**config.mk**
```make
export PLATFORM = sky130hd
export DESIGN_NAME = operand_loader
export DESIGN_NICKNAME = d
export VERILOG_FILES = /design/src/rtl/operand_loader.sv
export SDC_FILE = /design/constraint.sdc
export NUM_CORES = 1
export LEC_CHECK = 0
export BUFFER_PORTS_ARGS = -buffer_cell sky130_fd_sc_hd__buf_2
export CORE_MARGIN = 2
export CORE_UTILIZATION = 45
export CTS_CLUSTER_SIZE = 24
export DETAILED_ROUTE_END_ITERATION = 10
export PLACE_DENSITY = 0.67
export SLEW_MARGIN = 20
export SYNTH_ARGS = -nofsm -noshare
export SYNTH_HDL_FRONTEND = slang
export SYNTH_SLANG_ARGS = --single-unit
```
**constraint.sdc**
```tcl
create_clock -name clk -period 3.3 [get_ports clk]
set_clock_uncertainty 0.05 [all_clocks]
set_input_delay 0 -clock clk [delete_from_list [all_inputs] [get_ports clk]]
set_output_delay 0 -clock clk [all_outputs]
set_load 0.01 [all_outputs]
```
**src/rtl/operand_loader.sv**
```systemverilog
// operand_loader: collects four serial words (op_1_re, op_1_im, op_2_re,
// op_2_im) into one operand set and hands it to a downstream multiplier
// with a valid/ready handshake.
// Build option: define OPERAND_DOUBLE_BUF_EN to add a second set buffer so
// collection continues while a completed set waits for the multiplier.
module operand_loader #(
  parameter int DATA_WIDTH = 8
) (
  input  logic                  clk,
  input  logic                  rstn,
  input  logic                  sw_rst,
  input  logic [DATA_WIDTH-1:0] in_data,
  input  logic                  in_val,
  output logic                  in_ready,
  output logic [DATA_WIDTH-1:0] op_1_re,
  output logic [DATA_WIDTH-1:0] op_1_im,
  output logic [DATA_WIDTH-1:0] op_2_re,
  output logic [DATA_WIDTH-1:0] op_2_im,
  output logic                  op_val,
  input  logic                  op_ready,
  output logic [1:0]            word_idx
);

  localparam logic [0:0] ST_EMPTY = 1'b0;
  localparam logic [0:0] ST_FULL  = 1'b1;

  logic [0:0]            state_q, state_d;
  logic [1:0]            idx_q, idx_d;
  logic [DATA_WIDTH-1:0] col_q   [3];
  logic [DATA_WIDTH-1:0] col_d   [3];
  logic [DATA_WIDTH-1:0] pres_q  [4];
  logic [DATA_WIDTH-1:0] pres_d  [4];
  logic [DATA_WIDTH-1:0] new_set [4];
  logic                  accept;
  logic                  complete;
  logic                  transfer;

`ifdef OPERAND_DOUBLE_BUF_EN
  logic [DATA_WIDTH-1:0] pend_q [4];
  logic [DATA_WIDTH-1:0] pend_d [4];
  logic                  pend_val_q, pend_val_d;

  // Stall input only when both the presented and the waiting set are full.
  assign in_ready = !((state_q == ST_FULL) && pend_val_q);
`else
  // Single buffer: collection pauses while a set is presented.
  assign in_ready = (state_q == ST_EMPTY);
`endif

  assign accept   = in_val & in_ready;
  assign complete = accept & (idx_q == 2'd3);
  assign transfer = (state_q == ST_FULL) & op_ready;

  // The last word goes straight into the completed set; the others come
  // from the collection registers.
  assign new_set[0] = col_q[0];
  assign new_set[1] = col_q[1];
  assign new_set[2] = col_q[2];
  assign new_set[3] = in_data;

  // Word collection: store words 0..2 and advance the word index.
  always_comb begin
    idx_d = idx_q;
    col_d = col_q;
    if (accept) begin
      idx_d = idx_q + 2'd1;
      case (idx_q)
        2'd0:    col_d[0] = in_data;
        2'd1:    col_d[1] = in_data;
        2'd2:    col_d[2] = in_data;
        default: ;
      endcase
    end
    if (sw_rst) begin
      idx_d = 2'd0;
      for (int i = 0; i < 3; i++) col_d[i] = '0;
    end
  end

`ifdef OPERAND_DOUBLE_BUF_EN
  // Output buffering: presented set plus one waiting set, kept in order.
  always_comb begin
    state_d    = state_q;
    pres_d     = pres_q;
    pend_d     = pend_q;
    pend_val_d = pend_val_q;
    if (transfer) begin
      if (pend_val_q) begin
        pres_d     = pend_q;
        pend_val_d = 1'b0;
        if (complete) begin
          pend_d     = new_set;
          pend_val_d = 1'b1;
        end
      end else if (complete) begin
        pres_d = new_set;
      end else begin
        state_d = ST_EMPTY;
      end
    end else if (complete) begin
      if (state_q == ST_EMPTY) begin
        pres_d  = new_set;
        state_d = ST_FULL;
      end else begin
        pend_d     = new_set;
        pend_val_d = 1'b1;
      end
    end
    if (sw_rst) begin
      state_d    = ST_EMPTY;
      pend_val_d = 1'b0;
      for (int i = 0; i < 4; i++) begin
        pres_d[i] = '0;
        pend_d[i] = '0;
      end
    end
  end
`else
  // Output buffering: one set, EMPTY until completion, FULL until transfer.
  always_comb begin
    state_d = state_q;
    pres_d  = pres_q;
    if (complete) begin
      pres_d  = new_set;
      state_d = ST_FULL;
    end else if (transfer) begin
      state_d = ST_EMPTY;
    end
    if (sw_rst) begin
      state_d = ST_EMPTY;
      for (int i = 0; i < 4; i++) pres_d[i] = '0;
    end
  end
`endif

  // State registers with asynchronous clear.
  always_ff @(posedge clk or negedge rstn) begin
    if (!rstn) begin
      state_q <= ST_EMPTY;
      idx_q   <= 2'd0;
      for (int i = 0; i < 3; i++) col_q[i] <= '0;
      for (int i = 0; i < 4; i++) pres_q[i] <= '0;
`ifdef OPERAND_DOUBLE_BUF_EN
      for (int i = 0; i < 4; i++) pend_q[i] <= '0;
      pend_val_q <= 1'b0;
`endif
    end else begin
      state_q <= state_d;
      idx_q   <= idx_d;
      col_q   <= col_d;
      pres_q  <= pres_d;
`ifdef OPERAND_DOUBLE_BUF_EN
      pend_q     <= pend_d;
      pend_val_q <= pend_val_d;
`endif
    end
  end

  assign op_val   = (state_q == ST_FULL);
  assign op_1_re  = pres_q[0];
  assign op_1_im  = pres_q[1];
  assign op_2_re  = pres_q[2];
  assign op_2_im  = pres_q[3];
  assign word_idx = idx_q;

endmodule

```
-- Yosys cells after proc, flatten, opt, wreduce, memory -nomap -nowiden
Cells that the tools add are included.
- add/subtract/negate cells: 1
- bitwise logic cells: 4
- multiplexer cells: 12
- equality and inequality tests: 3
- reductions and logical operators: 10
- operators by type and width (cell ; count):
    32-bit 2-to-1 mux ; 2
    24-bit 2-to-1 mux ; 2
    8-bit 2-to-1 mux ; 3
    2-bit nonzero test ; 5
    2-bit AND reduction ; 3
    2-bit == test, second input constant ; 2
    2-bit 2-to-1 mux ; 2
    1-bit bitwise AND ; 3
    1-bit 2-to-1 mux ; 3
    3-bit nonzero test ; 1
    2-bit by 1-bit adder with 2-bit output, second input constant ; 1
    2-bit by 1-bit == test with 1-bit output, second input constant ; 1
    2-bit logical NOT ; 1
    1-bit inverter ; 1
- bits of input ports: 13
- bits in registers: 59
- output and inout bits: 36
- logic and storage cells: 39

-- Depth between registers and ports, before layout
Gate-level depths: netlist (run 1).
- word-level depth: 5
- gate-level depth with buffers: 6
- depth with buffers taken out: 5

-- Worst setup path after synthesis (run 1)
OpenSTA, ideal clock, no wires.
- path type: register to register
- start: register idx_q[0], in the netlist word_idx[0]
- end: register pres_q, in the netlist op_2_im[4]
- arrival time: 1.246 ns
- clock period less this slack: 1.433 ns
- buffers on the path: 2
- data required time: 3.114 ns
- stages on the path, launching flop included: 7
- slack: 1.867 ns
- library setup time: 0.136 ns
- cell sequence: dfrtp_1 -> ha_1 -> and3b_1 -> buf_4 -> buf_6 -> nand2_1 -> a21oi_1
- cells in the longest elaborated chain, start to end: 3
- ends and longest elaborated chain (item ; RTL line ; text):
    start: declaration ; 28 ; logic [1:0] idx_q, idx_d;
    start signal: assignment ; 149 ; idx_q <= idx_d;
    2-bit == test ; 51 ; assign complete = accept & (idx_q == 2'd3);
    1-bit bitwise AND ; 51 ;
    2-bit nonzero test (no source line) ; -- ;
    end signal: assignment ; 151 ; pres_q <= pres_d;
    end: declaration ; 31 ; logic [DATA_WIDTH-1:0] pres_q [4];
Every way passes these cells.
A chain may end at the register's enable or synchronous reset.

-- Final worst setup path (run 1)
- start: register idx_q[0], in the netlist word_idx[0]
- end: register pres_q, in the netlist op_2_im[0]
The elaborated chain is that of the path after synthesis.

==> results of run 1 <==
[worst max-delay path: cells and delay by family, from the launching register on]
kind	cells	cell delay, ns
AOI/OAI and AO/OA	1	0.14
buffers and inverters	1	0.32
DFF	1	0.43
adders and majority gates	1	0.24
and+or+nand+nor	2	0.59
[cell usage after synthesis (all sizes together)]
library cell | number | share of area [%]
mux2i | 1 | 0.40
clkbuf | 5 | 0.76
inv | 3 | 0.46
nand2 | 112 | 17
buf | 14 | 3.8
nand3b | 4 | 1.7
and3b | 4 | 1.4
ha | 4 | 2.0
a21oi | 57 | 12
nor2 | 2 | 0.30
nand2b | 1 | 0.25
xnor2 | 1 | 0.35
nor2b | 1 | 0.25
dfrtp | 59 | 60
[where the power goes]
part           total (mW)  internal, mW  switching [mW]
registers           0.754         0.742          0.0121
clock network       0.579         0.312           0.267
logic               0.113        0.0372          0.0760
total                1.45          1.09           0.356
[per-layer routing]
metal,up-vias,GRT usage [%],wire length [um]
met5,-,0,0
li1,963,-,-
met4,0,5.61,51
met3,7,8.16,279
met2,52,29.6,2550
met1,957,25.6,2650
[stage by stage]
step           setup slack (ns)  hold WS (ns)  total power [mW]  std cells  util (%)
6_report                   1.43         0.167              1.45        395      57.2
5_1_grt                    1.22         0.178              1.51        395      57.2
4_1_cts                    1.42         0.147              1.47        395      57.2
3_5_place_dp               1.43         0.153             0.871        369      51.9
3_3_place_gp               1.49         0.157             0.870        369      51.9
2_1_floorplan              1.87        -0.346             0.827        268         -
[state kept, by name (all words and copies together), names as in the netlist]
name	flops
col_q	24
op_1_im	8
op_1_re	8
op_2_im	8
op_2_re	8
word_idx	2
op_val	1
[cell type report]
type / count / share of cell area, %
Clock buffer: 14 / 5.47
Clock inverter: 2 / 0.336
Inverter: 3 / 0.378
Multi-Input combinational cell: 187 / 29.3
Sequential cell: 59 / 49.6
Tap cell: 70 / 2.94
Timing Repair Buffer: 60 / 11.9
[placed cells by master, fill, tap and decap left out, drive strengths merged]
master,Yosys,layout
nand2,112,112
dfrtp,59,59
ha,4,4
nand2b,1,1
inv,3,3
dlygate4sd3,0,10
buf,14,50
mux2i,1,1
nor2,2,2
nor2b,1,1
clkbuf,5,14
xnor2,1,1
a21oi,57,57
and3b,4,4
nand3b,4,4
clkinv,0,2
[cell families (layout without fill, tap and decap cells)]
| kind of cell | Yosys count | in the layout | share of synthesized area [%] |
|---|---|---|---|
| DFF | 59 | 59 | 59.7 |
| buffers and inverters | 22 | 79 | 5.01 |
| xor gates and xnor gates | 1 | 1 | 0.354 |
| adders and majority gates | 4 | 4 | 2.02 |
| muxes | 1 | 1 | 0.405 |
| AOI/OAI and AO/OA | 57 | 57 | 11.5 |
| and+or+nand+nor | 124 | 124 | 21.0 |
[timing repair]
| item | CTS | global route |
|---|---|---|
| endpoints found under the setup margin | 0 | 0 |
| hold buffers | 10 | 0 |
| endpoints found under the hold margin | 75 | 0 |
[worst paths after layout]
kind / from / endpoint / slack, ns / depth (start not counted)
max in group asynchronous: rstn / col_q[9] / 2.13 / 3
min: in_val / word_idx[0] / 0.17 / 4
min in group asynchronous: rstn / op_2_re[5] / 0.29 / 2
max: word_idx[0] / op_2_im[0] / 1.43 / 5
max reg2reg: word_idx[0] / op_2_im[0] / 1.43 / 5
min reg2reg: op_1_im[4] / op_1_im[4] / 0.46 / 2
==> impl_metrics.py, run 1 <==
metrics = {
    "run_status": {
        "status": "finished, final reports clean",
    },
    "timing": {
        "maxSlewHeadroom_pct": 29.2,
        "final.min_clock_period_ns": 1.87,
        "post-route-period-util_pct": 56.8,
        "drv_slew": 0,
        "worst_pin_slew_ns": 1.06,
        "rsz0062_at_grt": "false",
        "finalSetupViolations": 0,
        "hold_violations": 0,
        "fmax_mhz": 534,
        "final.setup.tns_ns": 0,
    },
    "detailed_routing": {
        "drc_errors": 0,
        "vias_per_cell": 5.01,
        "totalWireLength_um": 5540,
        "ant_nets": 0,
        "drt-initial-drc-count": 77,
        "wire_per_inst_um": 14.0,
        "vias": 1979,
        "dr.pass1.iters": 5,
    },
    "grt": {
        "grt_pass1_vias": 1861,
        "grt_first_pass_wirelength_um": 9100,
        "grt_use_total_pct": 19.4,
        "gr-total-overflow": 0,
        "antenna_found_initial": 0,
        "grt_max_degree": 60,
    },
    "clock_tree": {
        "cts_tree": "built",
        "clockBufferDepth": 2,
        "cts.sinks": 59,
        "clock_latency_ns": 0.34,
        "cts_root_buffer": "clkbuf_8",
        "cts_setup_buffers": 0,
        "ctsHtreeMaxLevel": 3,
        "cts_resized": 0,
        "clk_pin_slew_worst_paths_ns": 0.06,
        "cts_buffers": 9,
    },
    "power": {
        "leakagePower_nw": 1.43,
        "max-vdd-ir-drop_v": 0.000276,
        "powerDensity_nw_per_um2": 486,
    },
    "critical_path": {
        "crit_path_top_delay_cell": "and3b_1",
        "crit_type": "reg2reg",
        "cp.arrival_ns": 2.07,
        "crit_fanout": 17,
        "cp.required_ns": 3.50,
        "crit_path_cell_trace": "ha_1 > and3b_1 > buf_4 > nand2_1 > a21oi_1",
        "end_kind": "register",
        "crit_path_max_incr_delay_ns": 0.52,
        "critical_path.startpoint_type": "register",
    },
    "layout": {
        "fin_area_um2": 2980,
        "n_antenna_cell": 0,
        "seqCellArea_um2": 1480,
        "layout-drive-gt1-share_pct": 19.7,
        "area_growth_syn_to_layout_pct": 20.3,
        "fin_nets": 337,
        "multi_input_area_um2": 872,
        "fillers": 501,
    },
    "worst_hold_path": {
        "hold_path_class": "in2reg",
    },
    "floorplan": {
        "initial_core_util_pct": 47.5,
        "core_um2": 5200,
        "dieArea_um2": 6100,
        "ios": 49,
        "fp.dieW_um": 78.1,
        "placementRows": 26,
        "die_y_um": 78.1,
    },
    "synthesis": {
        "yosysWarnings": 0,
        "yosysSeqAreaShare_pct": 59.7,
        "syn_nets": 285,
        "ys_ff_latch": 59,
        "syn_avg_cell_area_um2": 9.23,
        "synthCells": 268,
        "synthesis.area_um2": 2470,
        "synth_cell_types": 17,
    },
    "job": {
        "maxCapViolCount": 0,
    },
    "place": {
        "gp_congestion": 0.782,
        "place_area_um2": 2700,
        "io_buffers": 48,
        "place.detailed.hpwl_um": 3490,
    },
}
Note: power is estimated with default switching activity, not from simulation.
==> run 2, diff against run 1 <==
Settings changed: PLACE_DENSITY 0.67 to 0.7.
Clock period 3.3 ns to 1.66 ns, I/O delays scaled along.
==> impl_metrics.py, run 2 (synthesis results as in run 1) <==
metrics = {
    "run_status": {
        "status": "finished, final reports clean",
    },
    "power": {
        "leakagePower_nw": 1.46,
        "max-vdd-ir-drop_v": 0.000613,
        "powerDensity_nw_per_um2": 953,
    },
    "worst_hold_path": {
        "min_to": "word_idx[0]",
        "hold_depth": 2,
        "hold_path_class": "in2reg",
        "min_from": "sw_rst",
    },
    "detailed_routing": {
        "totalWireLength_um": 5410,
        "vias_per_cell": 4.96,
        "vias": 1973,
        "dr.pass1.iters": 4,
        "drc_errors": 0,
        "drt-initial-drc-count": 93,
        "ant_nets": 0,
        "wire_per_inst_um": 13.6,
    },
    "place": {
        "io_buffers": 48,
        "place_ws_ns": 0.190,
        "gp_congestion": 0.800,
        "place.detailed.hpwl_um": 3570,
        "dp_cells": 372,
    },
    "layout": {
        "layout-drive-gt1-share_pct": 20.4,
        "n_antenna_cell": 0,
        "largest_register_ffs": 24,
        "seqCellArea_um2": 1480,
        "fin_nets": 340,
        "utilization_pct": 58.1,
        "final_cell_mix": "nand2_1, dfrtp_1, a21oi_1, buf_2, clkbuf_8",
        "multi_input_area_um2": 872,
        "area_growth_syn_to_layout_pct": 22.3,
        "layout_commonest_cell": "nand2_1",
        "fillers": 502,
        "final_cells": 398,
        "largest-register": "col_q",
    },
    "clock_tree": {
        "ctsHtreeMaxLevel": 3,
        "clockBufferDepth": 2,
        "cts_buffers": 9,
        "clk_pin_slew_worst_paths_ns": 0.06,
        "cts_root_buffer": "clkbuf_8",
        "hold_buffers": 10,
        "cts_setup_buffers": 0,
        "cts_tree": "built",
        "cts_resized": 0,
        "cts.sinks": 59,
        "clock_latency_ns": 0.33,
    },
    "critical_path": {
        "rr_worst_depth": 5,
        "worstReg2RegEnd": "op_2_re[0]",
        "reg2reg_setup_slack_ns": 0.19,
        "rr_startpoint": "word_idx[0]",
        "cp.arrival_ns": 1.68,
        "crit_type": "reg2reg",
        "cp.required_ns": 1.87,
        "crit_fanout": 18,
        "worstSetupStartpoint": "word_idx[0]",
        "end_kind": "register",
        "critical_path.startpoint_type": "register",
    },
    "grt": {
        "grt_use_met2_pct": 30.1,
        "grt_max_degree": 41,
        "grt_use_total_pct": 19.4,
        "gr-total-overflow": 0,
        "top_usage_layer": "met2",
        "grt_pass1_vias": 1890,
        "grt_first_pass_wirelength_um": 9180,
        "grtUsageMet3_pct": 6.67,
        "antenna_found_initial": 0,
        "met1_usage_pct": 26.3,
    },
    "floorplan": {
        "die_y_um": 78.1,
        "fp.dieW_um": 78.1,
        "placementRows": 26,
        "initial_core_util_pct": 47.5,
        "dieArea_um2": 6100,
        "core_um2": 5200,
        "ios": 49,
    },
    "timing": {
        "holdWs_ns": 0.0179,
        "final.min_clock_period_ns": 1.47,
        "layout_setup_ws_ns": 0.192,
        "final.setup.tns_ns": 0,
        "maxSlewHeadroom_pct": 67.7,
        "worst_pin_slew_ns": 0.485,
        "drv_slew": 0,
        "rsz0062_at_grt": "false",
        "post-route-period-util_pct": 88.4,
        "fmax_mhz": 681,
        "finalSetupViolations": 0,
        "hold_violations": 0,
    },
    "job": {
        "maxCapViolCount": 0,
    },
}
==> run 2: worst max-delay path, cell delays in order, from the launching register on <==
cell and delay, ns:
dfrtp_1 0.42, ha_1 0.24, and3b_1 0.20, buf_4 0.24
nand2_1 0.10, a21oi_1 0.13
==> run 2: routing by layer <==
metal | part of all wire, % | wire, um | up-vias
met3 | 4.8 | 258 | 7
met2 | 47 | 2560 | 50
li1 | - | - | 967
met1 | 47 | 2540 | 949
met5 | 0 | 0 | -
met4 | 0.89 | 48 | 0
==> run 2: per-stage QoR <==
stage	cell area, um2	power, mW
finish	3020	2.88
detailed placement	2750	1.74
floorplan	2470	1.64
global route	3020	3.02
global placement	2750	1.74
CTS	3020	2.91
==> run 2: how the worst max path moves through the flow <==
stage / to / depth (start not counted)
6_report: op_2_re[0] / 5
5_1_grt: op_2_im[7] / 5
4_1_cts: op_2_re[0] / 5
3_5_place_dp: op_2_re[0] / 5
3_3_place_gp: op_2_re[0] / 5
2_1_floorplan: op_2_im[4] / 6
==> run 2: report_power, final <==
| part | switching [mW] | total, mW | internal (mW) |
|---|---|---|---|
| Sequential | 0.0239 | 1.50 | 1.47 |
| Combinational | 0.150 | 0.234 | 0.0836 |
| Clock | 0.528 | 1.15 | 0.620 |
==> run 2: layout make-up <==
type,count,share of cell area (%)
well taps,70,2.90
clock inverters,2,0.331
repair buffers,63,13.3
clock buffers,14,5.38
flip-flops and latches,59,48.8
multi-input cells,187,28.8
inverters,3,0.373
==> run 3, diff against run 2 <==
==> constraint.sdc (replaced) <==
create_clock -name clk -period 1.66 [get_ports clk]
set_clock_uncertainty 0.05 [all_clocks]
set_input_delay 0.166 -clock clk [delete_from_list [all_inputs] [get_ports clk]]
set_output_delay 0.166 -clock clk [all_outputs]
set_load 0.01 [all_outputs]
==> impl_metrics.py, run 3 (synthesis results as in run 1) <==
metrics = {
    "detailed_routing": {
        "wire_per_inst_um": 13.9,
        "ant_nets": 0,
        "drt-initial-drc-count": 128,
        "totalWireLength_um": 5350,
        "vias": 1942,
        "dr.pass1.iters": 5,
        "vias_per_cell": 5.03,
        "drc_errors": 0,
    },
    "clock_tree": {
        "ctsHtreeMaxLevel": 3,
        "cts.sinks": 59,
        "cts_tree": "built",
        "cts_root_buffer": "clkbuf_8",
        "cts_setup_buffers": 0,
        "clockBufferDepth": 2,
        "clock_latency_ns": 0.33,
        "cts_buffers": 9,
        "clk_pin_slew_worst_paths_ns": 0.06,
    },
    "critical_path": {
        "rr_worst_depth": 5,
        "cp.required_ns": 1.86,
        "reg2reg_setup_slack_ns": 0.15,
        "crit_type": "reg2reg",
        "critPathBufInv": 1,
        "crit_fanout": 15,
        "critical_path.startpoint_type": "register",
        "worstSetupStartpoint": "word_idx[0]",
        "critical-path-top-delay-family": "flip-flops",
        "crit_path_cell_trace": "ha_1 > and3b_1 > buf_4 > nand2_1 > a21oi_1",
        "worstReg2RegEnd": "op_1_im[5]",
        "crit_path_max_incr_delay_ns": 0.44,
        "crit_path_top_delay_cell": "dfrtp_1",
        "cp.arrival_ns": 1.71,
        "end_kind": "register",
        "rr_startpoint": "word_idx[0]",
    },
    "worst_hold_path": {
        "hold_depth": 3,
        "hold_path_class": "in2reg",
        "min_to": "col_q[1]",
        "min_from": "in_data[1]",
    },
    "place": {
        "place.detailed.hpwl_um": 3300,
        "gp_congestion": 0.779,
        "dp_cells": 371,
        "io_buffers": 48,
    },
    "layout": {
        "utilization_pct": 56.9,
        "final_cell_mix": "nand2_1, dfrtp_1, a21oi_1, buf_2, clkbuf_8",
        "n_antenna_cell": 0,
        "largest_register_ffs": 24,
        "fin_nets": 330,
        "layout_commonest_cell": "nand2_1",
        "fillers": 518,
        "multi_input_area_um2": 872,
        "largest-register": "col_q",
        "final_cells": 386,
        "seqCellArea_um2": 1480,
        "area_growth_syn_to_layout_pct": 19.8,
        "layout-drive-gt1-share_pct": 20.6,
    },
    "power": {
        "power.share.clock_pct": 43.9,
        "leakagePower_nw": 1.43,
        "p_int_mw": 2.37,
        "swShare_pct": 22.6,
        "combinationalPowerShare_pct": 7.1,
        "switching_power_mw": 0.691,
        "seq_power_share_pct": 48.9,
        "max-vdd-ir-drop_v": 0.000641,
        "powerDensity_nw_per_um2": 1030,
    },
    "grt": {
        "grt_first_pass_wirelength_um": 8940,
        "gr-total-overflow": 0,
        "grt_use_total_pct": 19.1,
        "grt_pass1_vias": 1805,
        "grt_max_degree": 60,
        "antenna_found_initial": 0,
    },
    "floorplan": {
        "die_y_um": 78.1,
        "core_um2": 5200,
        "initial_core_util_pct": 47.5,
        "placementRows": 26,
        "ios": 49,
        "dieArea_um2": 6100,
        "fp.dieW_um": 78.1,
    },
    "timing": {
        "finalSetupViolations": 0,
        "maxSlewHeadroom_pct": 71.6,
        "final.setup.tns_ns": 0,
        "drv_slew": 0,
        "fmax_mhz": 664,
        "hold_violations": 0,
        "final.min_clock_period_ns": 1.51,
        "worst_pin_slew_ns": 0.426,
        "rsz0062_at_grt": "false",
        "post-route-period-util_pct": 90.7,
    },
    "job": {
        "maxCapViolCount": 0,
    },
    "run_status": {
        "status": "finished, final reports clean",
    },
}
run 3: changes by cell type in the layout (fill, tap and decap cells not counted), sizes merged:
cell / previous run / this run
dlygate4sd3: 10 / 1
clkbuf: 14 / 11
bufinv: 0 / 2
buf: 53 / 52
clkinv: 2 / 1
run 3: per-stage QoR:
stage | instance area [um2] | hold slack (ns) | total power, mW | setup WS [ns]
2_1_floorplan | 2470 | -0.180 | 1.64 | 0.227
3_3_place_gp | 2760 | 0.145 | 1.74 | 0.237
3_5_place_dp | 2760 | 0.146 | 1.75 | 0.157
4_1_cts | 2960 | 0.0354 | 3.11 | 0.143
5_1_grt | 2960 | 0.0439 | 3.21 | 0.0406
6_report | 2960 | 0.0504 | 3.06 | 0.154
run 3: per-layer routing:
layer | track usage (%) | part of all wire [%]
met1 | 25.8 | 47
met2 | 29.1 | 48
met3 | 7.01 | 5.1
met4 | 5.79 | 0.75
met5 | 0 | 0
run 3: repair_timing:
action / in CTS / in global routing
gates resized for setup: 0 / 0
hold endpoints to repair: 59 / 0
hold buffers: 1 / 0
run 3: power groups by stage:
stage | Combinational [mW] | Sequential, mW | Clock, mW
3_5_place_dp | 0.221 | 1.52 | 0
3_3_place_gp | 0.216 | 1.52 | 0
2_1_floorplan | 0.122 | 1.52 | 0
6_report | 0.219 | 1.50 | 1.35
4_1_cts | 0.223 | 1.50 | 1.39
5_1_grt | 0.247 | 1.50 | 1.46
run 3: final cells by class:
cell class	instances	area share (%)
flip-flops and latches	59	49.9
multi-input cells	187	29.4
repair buffers	53	10.7
clock buffers	11	4.44
well taps	70	2.96
clock inverters	3	2.20
inverters	3	0.380
run 3: worst min-delay path, cell delays in order:
cell,delay [ns]
buf_2,0.12
nand2_1,0.05
a21oi_1,0.05
run 3: worst max path at each step:
stage / end / slack [ns] / depth (start not counted)
global route: op_1_im[0] / 0.04 / 5
CTS: op_1_im[5] / 0.14 / 5
detailed placement: op_1_im[5] / 0.16 / 5
global placement: op_2_re[6] / 0.24 / 4
floorplan: op_2_im[4] / 0.23 / 6
finish: op_1_im[5] / 0.15 / 5
